--- config.mk ---
export PLATFORM = sky130hd
export DESIGN_NAME = key_click_ctrl_flat
export DESIGN_NICKNAME = d
export VERILOG_FILES = /design/src/rtl/key_click_ctrl_if.sv /design/src/rtl/key_click_ctrl.sv /design/src/flat_wrapper.sv
export SDC_FILE = /design/constraint.sdc
export NUM_CORES = 1
export LEC_CHECK = 0
export BUFFER_PORTS_ARGS = -buffer_cell sky130_fd_sc_hd__buf_2
export CAP_MARGIN = 20
export CORE_ASPECT_RATIO = 1.5
export CORE_MARGIN = 2
export CORE_UTILIZATION = 25
export CTS_BUF_LIST = sky130_fd_sc_hd__clkbuf_8
export CTS_CLUSTER_DIAMETER = 200
export CTS_CLUSTER_SIZE = 8
export DETAILED_ROUTE_END_ITERATION = 12
export SYNTH_ARGS = -nofsm -noshare
export SYNTH_HDL_FRONTEND = slang
export SYNTH_SLANG_ARGS = --single-unit
--- constraint.sdc ---
create_clock -name clk -period 3.54 [get_ports clk]
set_input_delay 0.177 -clock clk [delete_from_list [all_inputs] [get_ports clk]]
set_output_delay 0.177 -clock clk [all_outputs]
set_load 0.02 [all_outputs]
--- src/rtl/key_click_ctrl_if.sv ---
// key_click_ctrl_if: key pulse in, light/pattern state and click strobes out
interface key_click_ctrl_if #(
  parameter int NUM_PATTERNS = 7
);
  localparam int PAT_W = ($clog2(NUM_PATTERNS) > 1) ? $clog2(NUM_PATTERNS) : 1;
  logic             key_pulse;
  logic             light_on;
  logic [PAT_W-1:0] pattern_idx;
  logic             sgl_click;
  logic             dbl_click;
  logic             busy;
  modport master(output key_pulse, input light_on, pattern_idx, sgl_click, dbl_click, busy);
  modport slave(input key_pulse, output light_on, pattern_idx, sgl_click, dbl_click, busy);
endinterface

--- src/rtl/key_click_ctrl.sv ---
// key_click_ctrl: classifies key pulses as single/double clicks driving light and pattern
module key_click_ctrl #(
  parameter int DBL_WINDOW   = 5000000,
  parameter int NUM_PATTERNS = 7
) (
  input logic             clk,
  input logic             reset,
  key_click_ctrl_if.slave bus
);
  localparam int TMR_W = $clog2(DBL_WINDOW);
  localparam int PAT_W = ($clog2(NUM_PATTERNS) > 1) ? $clog2(NUM_PATTERNS) : 1;
  localparam logic [TMR_W-1:0] TMR_END  = TMR_W'(DBL_WINDOW - 1);
  localparam logic [PAT_W-1:0] PAT_LAST = PAT_W'(NUM_PATTERNS - 1);
  typedef enum logic {IDLE, WAIT2} state_t;
  state_t           state, state_n;
  logic [TMR_W-1:0] tmr, tmr_n;
  logic [PAT_W-1:0] pat, pat_n;
  logic             light, light_n, sgl, sgl_n, dbl, dbl_n;
  // state, timer and every output are registered so nothing is combinational from key_pulse
  always_ff @(posedge clk or posedge reset) begin
    if (reset) begin
      state <= IDLE;
      tmr   <= '0;
      pat   <= '0;
      light <= 1'b0;
      sgl   <= 1'b0;
      dbl   <= 1'b0;
    end else begin
      state <= state_n;
      tmr   <= tmr_n;
      pat   <= pat_n;
      light <= light_n;
      sgl   <= sgl_n;
      dbl   <= dbl_n;
    end
  end
  // a pulse in WAIT2 wins over the timeout; the timer stops at the window end and never wraps
  always_comb begin
    state_n = state;
    tmr_n   = '0;
    pat_n   = pat;
    light_n = light;
    sgl_n   = 1'b0;
    dbl_n   = 1'b0;
    if (state == IDLE) begin
      state_n = bus.key_pulse ? WAIT2 : IDLE;
    end else if (bus.key_pulse) begin
      state_n = IDLE;
      dbl_n   = 1'b1;
      light_n = 1'b1;
      pat_n   = !light ? pat : (pat == PAT_LAST) ? '0 : pat + 1'b1;
    end else if (tmr == TMR_END) begin
      state_n = IDLE;
      sgl_n   = 1'b1;
      light_n = ~light;
    end else begin
      tmr_n = tmr + 1'b1;
    end
  end
  assign bus.light_on    = light;
  assign bus.pattern_idx = pat;
  assign bus.sgl_click   = sgl;
  assign bus.dbl_click   = dbl;
  assign bus.busy        = (state == WAIT2);
endmodule
--- src/flat_wrapper.sv ---
// flat-port wrapper written by rule: the top's interface ports become plain ports
module key_click_ctrl_flat 
#(
  parameter int DBL_WINDOW   = 5000000,
  parameter int NUM_PATTERNS = 7
)
  (clk, reset, bus_key_pulse, bus_light_on, bus_pattern_idx, bus_sgl_click, bus_dbl_click, bus_busy);
  key_click_ctrl_if #(.NUM_PATTERNS(NUM_PATTERNS)) bus_i ();
  input logic clk;
  input logic reset;
  input wire logic [$bits(bus_i.key_pulse)-1:0] bus_key_pulse;
  output wire logic [$bits(bus_i.light_on)-1:0] bus_light_on;
  output wire logic [$bits(bus_i.pattern_idx)-1:0] bus_pattern_idx;
  output wire logic [$bits(bus_i.sgl_click)-1:0] bus_sgl_click;
  output wire logic [$bits(bus_i.dbl_click)-1:0] bus_dbl_click;
  output wire logic [$bits(bus_i.busy)-1:0] bus_busy;
  assign bus_i.key_pulse = bus_key_pulse;
  assign bus_light_on = bus_i.light_on;
  assign bus_pattern_idx = bus_i.pattern_idx;
  assign bus_sgl_click = bus_i.sgl_click;
  assign bus_dbl_click = bus_i.dbl_click;
  assign bus_busy = bus_i.busy;
  key_click_ctrl #(.DBL_WINDOW(DBL_WINDOW), .NUM_PATTERNS(NUM_PATTERNS)) u_core (.clk(clk), .reset(reset), .bus(bus_i));
endmodule
==> flow_metrics.tcl <==
set metrics [dict create \
    ys_seq_area_frac 0.4906 \
    antenna_found_initial 0 \
    ys.flop_type "dfrtp_1" \
    cts_hold_buffers 0 \
    drv_slew 0 \
    power_density_nw_per_um2 444.1 \
    synth_edf_count 0 \
    cts_made_buffers 5 \
    whs_ps 28.60 \
    viasPerCell 5.049 \
    max_clock_freq_ghz 0.4774 \
    rsz0062_at_grt "false" \
    critPathRequiredTime_ps 3750 \
    synth.ff_latch_count 30 \
    core_area_um2 5871 \
    hold_viol_final 0 \
    synth_cells 158 \
    instances_no_fill 244 \
    start_kind "flop" \
    synthesis.area_um2 1530 \
    placed_cells_incl_taps 236 \
    rows 34 \
    skew_ps 5.650 \
    period_share 0.5918 \
    grt_usage 0.1061 \
    drtAntennaViolNets 0 \
    r2r_setup_slack_ps 1450 \
    ys_types 37 \
    critPathCaptureType "flop" \
    initial_core_util 0.2607 \
    status "complete, no violations" \
    die_w_um 67.88 \
    cts_tree "yes" \
    io_pins 10 \
    clock-sinks 30 \
    p_total_mw 0.7730 \
    syn_to_final_growth_pct 13.74 \
    hpwl_mm 2.232 \
    worstSkewPairLatency_ps 280 \
    die_y_um 99.82 \
    criticalPathCategory "flop to flop" \
    grt_max_degree 24 \
    root_buffer "clkbuf_8" \
    vias 1232 \
    hold_path_class "input pin to asynchronous set/reset pin" \
    grt_pass1_vias 1178 \
    maxSlewHeadroom 0.4818 \
    synth_top_area_share 0.4906 \
    path_max_fanout 7 \
    first_pass_iters 4 \
    clkTransAtPathRegs_ps 60 \
    clockBufferDepth 2 \
    reg2reg_from "u_core.tmr[0]$_DFF_PP0_" \
    vdd_drop_max_mv 0.1232 \
    synthTopCellsByArea "dfrtp_1, nor2_1, xnor2_1" \
    final_util 0.2965 \
    place.gp.congestion 0.7654 \
    htree_levels 2 \
    antennaDiodeCount 0 \
    cts_setup_buffers 0 \
    portBuffers 9 \
    final-setup-viol-count 0 \
    overflow 0 \
    drcViolationCount 0 \
    setup_tns_ps 0 \
    drive_gt1_frac 0.1512 \
    yosysWarningCount 0 \
    synth_largest_area_cell "dfrtp_1" \
    die_area_um2 6776 \
    timing.rr.end "u_core.tmr[22]$_DFF_PP0_" \
    nFillCells 633 \
    p_leak_nw 0.6883 \
    synth_nets 162 \
    dr.first_iter.drc_count 65 \
    wl_mm 3.005 \
    synth_area_per_cell_um2 9.685 \
    nets 175 \
    fin_crit_ps 2095 \
    arrival_ps 2310 \
    async_flop_share 1.000 \
    reg2reg_depth 5 \
    maxCapViolCount 0 \
    grt_pass1_wl_mm 5.388 \
    cts_resized 0 \
    tightest_slew_ps 776.5 \
    routedWlPerCell_um 12.32 \
]
-- power by group --
part           switching [mW]  total [mW]  internal, mW
Clock                   0.126       0.279         0.154
Sequential             0.0271       0.393         0.366
Combinational          0.0651       0.101        0.0358
Total                   0.218       0.773         0.555
-- state kept, by name, indices dropped and copies added (netlist names) --
| signal | count |
|---|---|
| u_core.bus.pattern_idx | 3 |
| u_core.bus.dbl_click | 1 |
| u_core.bus.light_on | 1 |
| u_core.bus.sgl_click | 1 |
| u_core.bus.busy | 1 |
| u_core.tmr | 23 |
-- cells by family (layout without fill, tap and decap cells) --
| logic type | count (synthesis) | in the layout | share of synthesized area |
|---|---|---|---|
| buf+inv | 13 | 27 | 0.04007 |
| simple gates | 75 | 75 | 0.2886 |
| compound gates | 26 | 26 | 0.09649 |
| flops | 30 | 30 | 0.4906 |
| fa+ha+maj | 1 | 1 | 0.008175 |
| mux | 1 | 1 | 0.007358 |
| xor+xnor | 12 | 12 | 0.06868 |
-- worst max path at each step --
stage / start / endpoint / slack [ps] / cells past startpoint
after detailed placement: u_core.tmr[2]$_DFF_PP0_ / u_core.tmr[21]$_DFF_PP0_ / 1450 / 4
after global placement: u_core.tmr[0]$_DFF_PP0_ / u_core.tmr[22]$_DFF_PP0_ / 1470 / 5
after global routing: u_core.tmr[0]$_DFF_PP0_ / u_core.tmr[22]$_DFF_PP0_ / 1280 / 5
final: u_core.tmr[0]$_DFF_PP0_ / u_core.tmr[22]$_DFF_PP0_ / 1450 / 5
after CTS: u_core.tmr[0]$_DFF_PP0_ / u_core.tmr[22]$_DFF_PP0_ / 1430 / 5
after floorplan: u_core.tmr[0]$_DFF_PP0_ / u_core.tmr[22]$_DFF_PP0_ / 1590 / 5
-- worst max-delay path, cell delays in order (launching register included) --
cell and delay, ps:
dfrtp_1 380, ha_1 280, nand2_1 160, or4_4 580
or4_1 480, a21oi_1 150
-- routing by layer --
layer,up-vias,routed length [µm],GRT usage
met5,-,0,0
met4,0,88,0.05538
met3,8,110,0.03700
met2,22,1561,0.1742
met1,607,1244,0.1182
li1,595,-,-
-- placed cells by master (no fill, tap or decap), types with 3 or more instances in the layout --
cell type and n:
a21oi_1 8, buf_2 9, clkbuf_8 6, dfrtp_1 30, inv_1 9, nand2_1 11, nand3_1 9, nand4_1 5
nor2_1 19, nor3_1 3, nor4_1 6, o21ai_0 10, o31ai_1 3, or4_1 4, xnor2_1 6, xor2_1 6
-- synth_stat cells (all sizes together) (2+ instances only) --
master	n
nand4	7
nor4	6
dfrtp	30
and2	2
nor4b	2
nor3	3
clkbuf	2
o31ai	3
nor4bb	2
and4	2
or4	5
o21ai	11
xor2	6
xnor2	6
or3	4
nand2	11
a21oi	8
buf	3
nor2	19
nand3	9
inv	8
-- per-stage QoR --
| stage | cell area [µm²] | setup WS, ps |
|---|---|---|
| 2_1_floorplan | 1530 | 1586 |
| 3_3_place_gp | 1649 | 1475 |
| 3_5_place_dp | 1649 | 1449 |
| 4_1_cts | 1740 | 1427 |
| 5_1_grt | 1740 | 1275 |
| 6_report | 1740 | 1445 |
-- layout make-up --
cell class / instances / area (µm²) / area share
Tap cell: 72 / 90.09 / 0.05176
Clock buffer: 6 / 82.58 / 0.04745
Sequential cell: 30 / 750.7 / 0.4313
Multi-Input combinational cell: 115 / 718.2 / 0.4127
Timing Repair Buffer: 11 / 60.06 / 0.03451
Clock inverter: 2 / 8.758 / 0.005032
Inverter: 8 / 30.03 / 0.01725
(Power assumes the default switching activity.)
